==> src/rtl/tpu_host_sequencer.sv <==
// Host-side sequencer for the tt_um_tpu pin protocol: takes one 2x2 int8
// matmul job, shifts it onto ui_in/uio_in, waits the fixed TPU latency,
// collects the 8 result bytes from uo_out and offers them as four 16-bit words.
module tpu_host_sequencer #(
  parameter int LOAD_BYTES = 8,
  parameter int LAT        = 4,
  parameter int OUT_BYTES  = 8
) (
  input  logic        clk,
  input  logic        rst_n,
  input  logic        cmd_valid,
  output logic        cmd_ready,
  input  logic [63:0] cmd_data,
  input  logic        cmd_transpose,
  input  logic        cmd_activation,
  output logic [7:0]  tpu_ui_in,
  output logic [7:0]  tpu_uio_in,
  input  logic [7:0]  tpu_uo_out,
  output logic        rsp_valid,
  input  logic        rsp_ready,
  output logic [63:0] rsp_data,
  output logic        busy
);

  typedef enum logic [2:0] {
    S_IDLE,
    S_LOAD,
    S_WAIT,
    S_CAPT,
    S_RESP
  } state_t;

  localparam logic [2:0] LOAD_LAST = 3'(LOAD_BYTES - 1);
  localparam logic [2:0] OUT_LAST  = 3'(OUT_BYTES - 1);
  // WAIT lasts LAT-1 cycles; with LAT==1 it is skipped entirely.
  localparam logic [7:0] LAT_LAST  = (LAT >= 2) ? 8'(LAT - 2) : 8'd0;
  localparam bit         LAT_SKIP  = (LAT == 1);

  state_t      r_state, w_state_nxt;
  logic [2:0]  r_cnt, w_cnt_nxt;
  logic [7:0]  r_lat, w_lat_nxt;
  logic [63:0] r_job, w_job_nxt;
  logic        r_trans, w_trans_nxt;
  logic        r_act, w_act_nxt;
  logic [7:0]  r_ui, w_ui_nxt;
  logic [7:0]  r_uio, w_uio_nxt;
  logic [63:0] r_rsp;

  // Next-state, counters, job latch and next values for the registered TPU pins.
  always_comb begin
    w_state_nxt = r_state;
    w_cnt_nxt   = r_cnt;
    w_lat_nxt   = r_lat;
    w_job_nxt   = r_job;
    w_trans_nxt = r_trans;
    w_act_nxt   = r_act;
    w_ui_nxt    = 8'h00;
    w_uio_nxt   = 8'h00;

    case (r_state)
      S_IDLE: begin
        if (cmd_valid) begin
          w_state_nxt = S_LOAD;
          w_job_nxt   = cmd_data;
          w_trans_nxt = cmd_transpose;
          w_act_nxt   = cmd_activation;
        end
      end
      S_LOAD: begin
        if (r_cnt == LOAD_LAST) begin
          w_cnt_nxt   = 3'd0;
          w_state_nxt = LAT_SKIP ? S_CAPT : S_WAIT;
        end else begin
          w_cnt_nxt = r_cnt + 3'd1;
        end
      end
      S_WAIT: begin
        if (r_lat == LAT_LAST) begin
          w_lat_nxt   = 8'd0;
          w_state_nxt = S_CAPT;
        end else begin
          w_lat_nxt = r_lat + 8'd1;
        end
      end
      S_CAPT: begin
        if (r_cnt == OUT_LAST) begin
          w_cnt_nxt   = 3'd0;
          w_state_nxt = S_RESP;
        end else begin
          w_cnt_nxt = r_cnt + 3'd1;
        end
      end
      S_RESP: begin
        if (rsp_ready) begin
          w_state_nxt = S_IDLE;
        end
      end
      default: w_state_nxt = S_IDLE;
    endcase

    // Pins are registered from the upcoming state so each LOAD cycle shows its own byte.
    case (w_state_nxt)
      S_LOAD: begin
        w_ui_nxt  = w_job_nxt[{w_cnt_nxt, 3'b000} +: 8];
        w_uio_nxt = {5'b00000, w_act_nxt, w_trans_nxt, 1'b1};
      end
      S_WAIT, S_CAPT: begin
        w_uio_nxt = {5'b00000, w_act_nxt, w_trans_nxt, 1'b0};
      end
      default: begin
        w_ui_nxt  = 8'h00;
        w_uio_nxt = 8'h00;
      end
    endcase
  end

  // State, counters, latched job and TPU pin registers.
  always_ff @(posedge clk or negedge rst_n) begin
    if (!rst_n) begin
      r_state <= S_IDLE;
      r_cnt   <= 3'd0;
      r_lat   <= 8'd0;
      r_job   <= 64'd0;
      r_trans <= 1'b0;
      r_act   <= 1'b0;
      r_ui    <= 8'h00;
      r_uio   <= 8'h00;
    end else begin
      r_state <= w_state_nxt;
      r_cnt   <= w_cnt_nxt;
      r_lat   <= w_lat_nxt;
      r_job   <= w_job_nxt;
      r_trans <= w_trans_nxt;
      r_act   <= w_act_nxt;
      r_ui    <= w_ui_nxt;
      r_uio   <= w_uio_nxt;
    end
  end

  // Result bytes land in order; the previous result persists until the next capture.
  always_ff @(posedge clk or negedge rst_n) begin
    if (!rst_n) begin
      r_rsp <= 64'd0;
    end else if (r_state == S_CAPT) begin
      r_rsp[{r_cnt, 3'b000} +: 8] <= tpu_uo_out;
    end
  end

  assign cmd_ready  = (r_state == S_IDLE);
  assign rsp_valid  = (r_state == S_RESP);
  assign busy       = (r_state != S_IDLE);
  assign rsp_data   = r_rsp;
  assign tpu_ui_in  = r_ui;
  assign tpu_uio_in = r_uio;

endmodule

==> config.mk <==
export PLATFORM = sky130hd
export DESIGN_NAME = tpu_host_sequencer
export DESIGN_NICKNAME = d
export VERILOG_FILES = /design/src/rtl/tpu_host_sequencer.sv
export SDC_FILE = /design/constraint.sdc
export NUM_CORES = 1
export LEC_CHECK = 0
export CAP_MARGIN = 30
export CORE_ASPECT_RATIO = 0.5
export CORE_MARGIN = 1
export CORE_UTILIZATION = 25
export CTS_CLUSTER_SIZE = 30
export DETAILED_ROUTE_END_ITERATION = 8
export PLACE_DENSITY = 0.51
export SETUP_SLACK_MARGIN = 0.15
export SLEW_MARGIN = 30
export SYNTH_ARGS = -nofsm -noshare
export SYNTH_HDL_FRONTEND = slang
export SYNTH_SLANG_ARGS = --single-unit
==> constraint.sdc <==
create_clock -name clk -period 3.2 [get_ports clk]
set_input_delay 0.48 -clock clk [delete_from_list [all_inputs] [get_ports clk]]
set_output_delay 0.48 -clock clk [all_outputs]
set_load 0.01 [all_outputs]
==> results.yml <==
critical_path:
  path_class: "flip-flop to flip-flop"
  slowest_stage: "nor2_1"
  cp-end-kind: "flip-flop"
  cp.required_ns: 3.53
  cp_max_fo: 15
  path_cells: "buf_4 -> inv_2 -> ha_1 -> nor2b_1 -> o21a_1 -> nor2_1 -> o2111ai_1 -> a221oi_1"
  cp.arrival_ns: 3.04
  critical_path.max_stage_delay_ns: 0.51
  start_kind: "flip-flop"
sta:
  final_max_slew_viol_count: 0
  fin_ws_ns: 0.489
  fin_crit_sh_pct: 84.7
  fin_tns_setup_ns: 0
  fmax_mhz: 369
  setup_violations: 0
  fin_crit_ns: 2.71
  slew_headroom_pct: 55.1
  hold_viol_final: 0
  clock_skew_ns: 0.00778
  worstMarginPinSlew_ns: 0.672
  rsz0062_at_grt: "no"
placed_design:
  dp_hpwl_mm: 15.4
  gp_congestion: 0.769
  io_buffers: 155
  pre_cts_ws_ns: 0.453
routing:
  viasPerCell: 4.55
  drtAntennaViolNets: 0
  vias: 5361
  first_pass_iters: 5
  drt-total-wl_mm: 21.2
  drc_errors: 0
  routedWlPerCell_um: 18.0
  drt_iter0_markers: 284
clocking:
  path_clk_slew_ns: 0.06
  h-tree-depth: 4
  postCtsHoldBufs: 0
  root_buffer: "clkbuf_16"
  cts_tree: "built"
  post_cts_buffers: 0
  clk_latency_ns: 0.44
  clockBufferDepth: 2
  cts.sinks: 155
  cts-buffers-inserted: 17
  post_cts_resized: 0
layout:
  drive_above_1_share_pct: 19.6
  fin_nets: 866
  nFillCells: 2792
  synthToLayoutAreaGrowth_pct: 35.3
yosys:
  yosysSeqAreaShare_pct: 52.9
  syn_avg_cell_area_sq_um: 11.8
  yosys.area.top_type: "dfrtp_1"
  synthTopCellsByArea: "dfrtp_1 (53%), mux2_2 (14%), nand2_1 (4.0%)"
  synthCells: 620
  synth_cell_types: 59
  synthTopCellsByCount: "dfrtp_1 (155), mux2_2 (94), nand2_1 (78)"
  yosysMostFrequentCell: "dfrtp_1"
  synth_flop_cell: "dfrtp_1"
  ys_async_sr_fraction_pct: 100
  synth_edf_count: 0
  synth_top_area_share_pct: 52.9
  ys_ff_latch: 155
  ys.warnings.count: 0
  syn-cell-area_sq_um: 7340
floorplan:
  core_area_sq_um: 28200
  start_util_pct: 26.0
  die-area_sq_um: 30100
  top_level_ports: 161
  die_w_um: 244
  dieHeight_um: 123
  rows: 43
power_and_ir_drop:
  power_density_nw_per_um2: 1020
  ir_worst_vdd_mv: 0.522
  p_leak_uw: 0.00434
run_status:
  outcome: "completed"
grt:
  grt_remaining_overflow: 0
  grt_use_total_pct: 14.7
  grt_max_degree: 76
  grt_pass1_wl_mm: 32.9
  grt_antenna_before_repair: 1
  grt_pass1_vias: 5641
min_path:
  hp-class: "primary input to asynchronous set/reset pin"
job:
  cap_viol_max_count: 0
power breakdown:
part           total, uW  internal (uW)  switching, uW
sequential          3260           2810            443
clock               2010           1180            825
combinational       4880           2340           2550
total              10100           6330           3820
registers in the layout, summed over array words and instances, names as in the netlist:
| signal | count |
|---|---|
| tpu_ui_in | 8 |
| tpu_uio_in | 3 |
| r_state | 3 |
| r_job | 64 |
| r_cnt | 3 |
| rsp_data | 64 |
| r_trans | 1 |
| r_act | 1 |
| r_lat | 8 |
through the flow:
| stage | instances | total power [uW] | hold WS, ns | util, % | cell area (sq um) |
|---|---|---|---|---|---|
| after floorplan | 624 | 6200 | 0.184 | - | 7350 |
| after global routing | 1177 | 10800 | 0.0453 | 35.1 | 9930 |
| after detailed placement | 1145 | 8200 | 0.457 | 33.1 | 9350 |
| final | 1177 | 10100 | 0.0236 | 35.1 | 9930 |
| after global placement | 1145 | 8120 | 0.453 | 33.1 | 9350 |
| after CTS | 1176 | 10300 | 0.0321 | 35.1 | 9920 |
placed cells by master, fill, tap and decap left out, drive strengths merged, types with 11 or more instances in the layout:
cell type	Yosys	layout
a221oi	19	19
clkdlybuf4s50	0	154
clkbuf	11	20
nor2	13	13
mux2i	23	23
nand3	14	14
buf	25	21
nand2	78	78
o21bai	17	17
dfrtp	155	155
mux2	104	104
inv	15	16
o21ai	13	13
o21a	11	11
a211oi	12	12
nor2b	17	17
path summary, 6_finish.rpt:
path	startpoint	end	slack [ns]	depth (start not counted)
worst max-delay path	r_cnt[0]$_DFF_PN0_	tpu_ui_in[0]$_DFF_PN0_	0.49	8
worst min register to register	rsp_data[14]$_DFFE_PN0P_	rsp_data[14]$_DFFE_PN0P_	0.46	2
min in group clk	rsp_data[14]$_DFFE_PN0P_	rsp_data[14]$_DFFE_PN0P_	0.46	2
max in group asynchronous	rst_n	r_job[55]$_DFF_PN0_	2.39	2
worst min-delay path	rst_n	rsp_data[14]$_DFFE_PN0P_	0.02	1
worst max register to register	r_cnt[0]$_DFF_PN0_	tpu_ui_in[0]$_DFF_PN0_	0.49	8
per-layer routing:
layer  GRT usage [%]  vias to the layer above  wire length (um)  share of wire, %
li1                -                     2534                 -                 -
met2            24.4                      120             10400                49
met5               0                        -                 0                 0
met3            4.02                       19               981               4.6
met4            5.16                        0               322               1.5
met1            18.5                     2688              9480                45
critical path, delay by kind of cell (launching register included):
kind / cells / cell delay (ns)
buffers and inverters: 2 / 0.37
AOI/OAI and AO/OA: 3 / 0.83
adders and majority gates: 1 / 0.42
DFF: 1 / 0.37
and+or+nand+nor: 2 / 0.59
final cells by class:
cell class	instances	area (sq um)	share of cell area [%]
multi-input combinational	417	3200	32.3
clock inverter	11	119	1.20
inverter	16	60.1	0.605
tap	382	478	4.81
antenna	1	2.50	0.0252
sequential	155	3880	39.1
clock buffer	20	457	4.60
timing repair buffer	175	1730	17.4
cell families (layout without fill, tap and decap cells):
group	count (synthesis)	in the layout	share of synthesized area [%]
flip-flops	155	155	52.9
adder cells (fa/ha/maj)	6	6	1.02
AO/OA/AOI/OAI	97	97	9.89
buffers and inverters	52	222	3.68
AND/OR/NAND/NOR	176	176	12.5
multiplexers	127	127	19.3
other	1	6	0.0511
XOR/XNOR	6	6	0.716
Note: power is estimated with default switching activity, not from simulation.
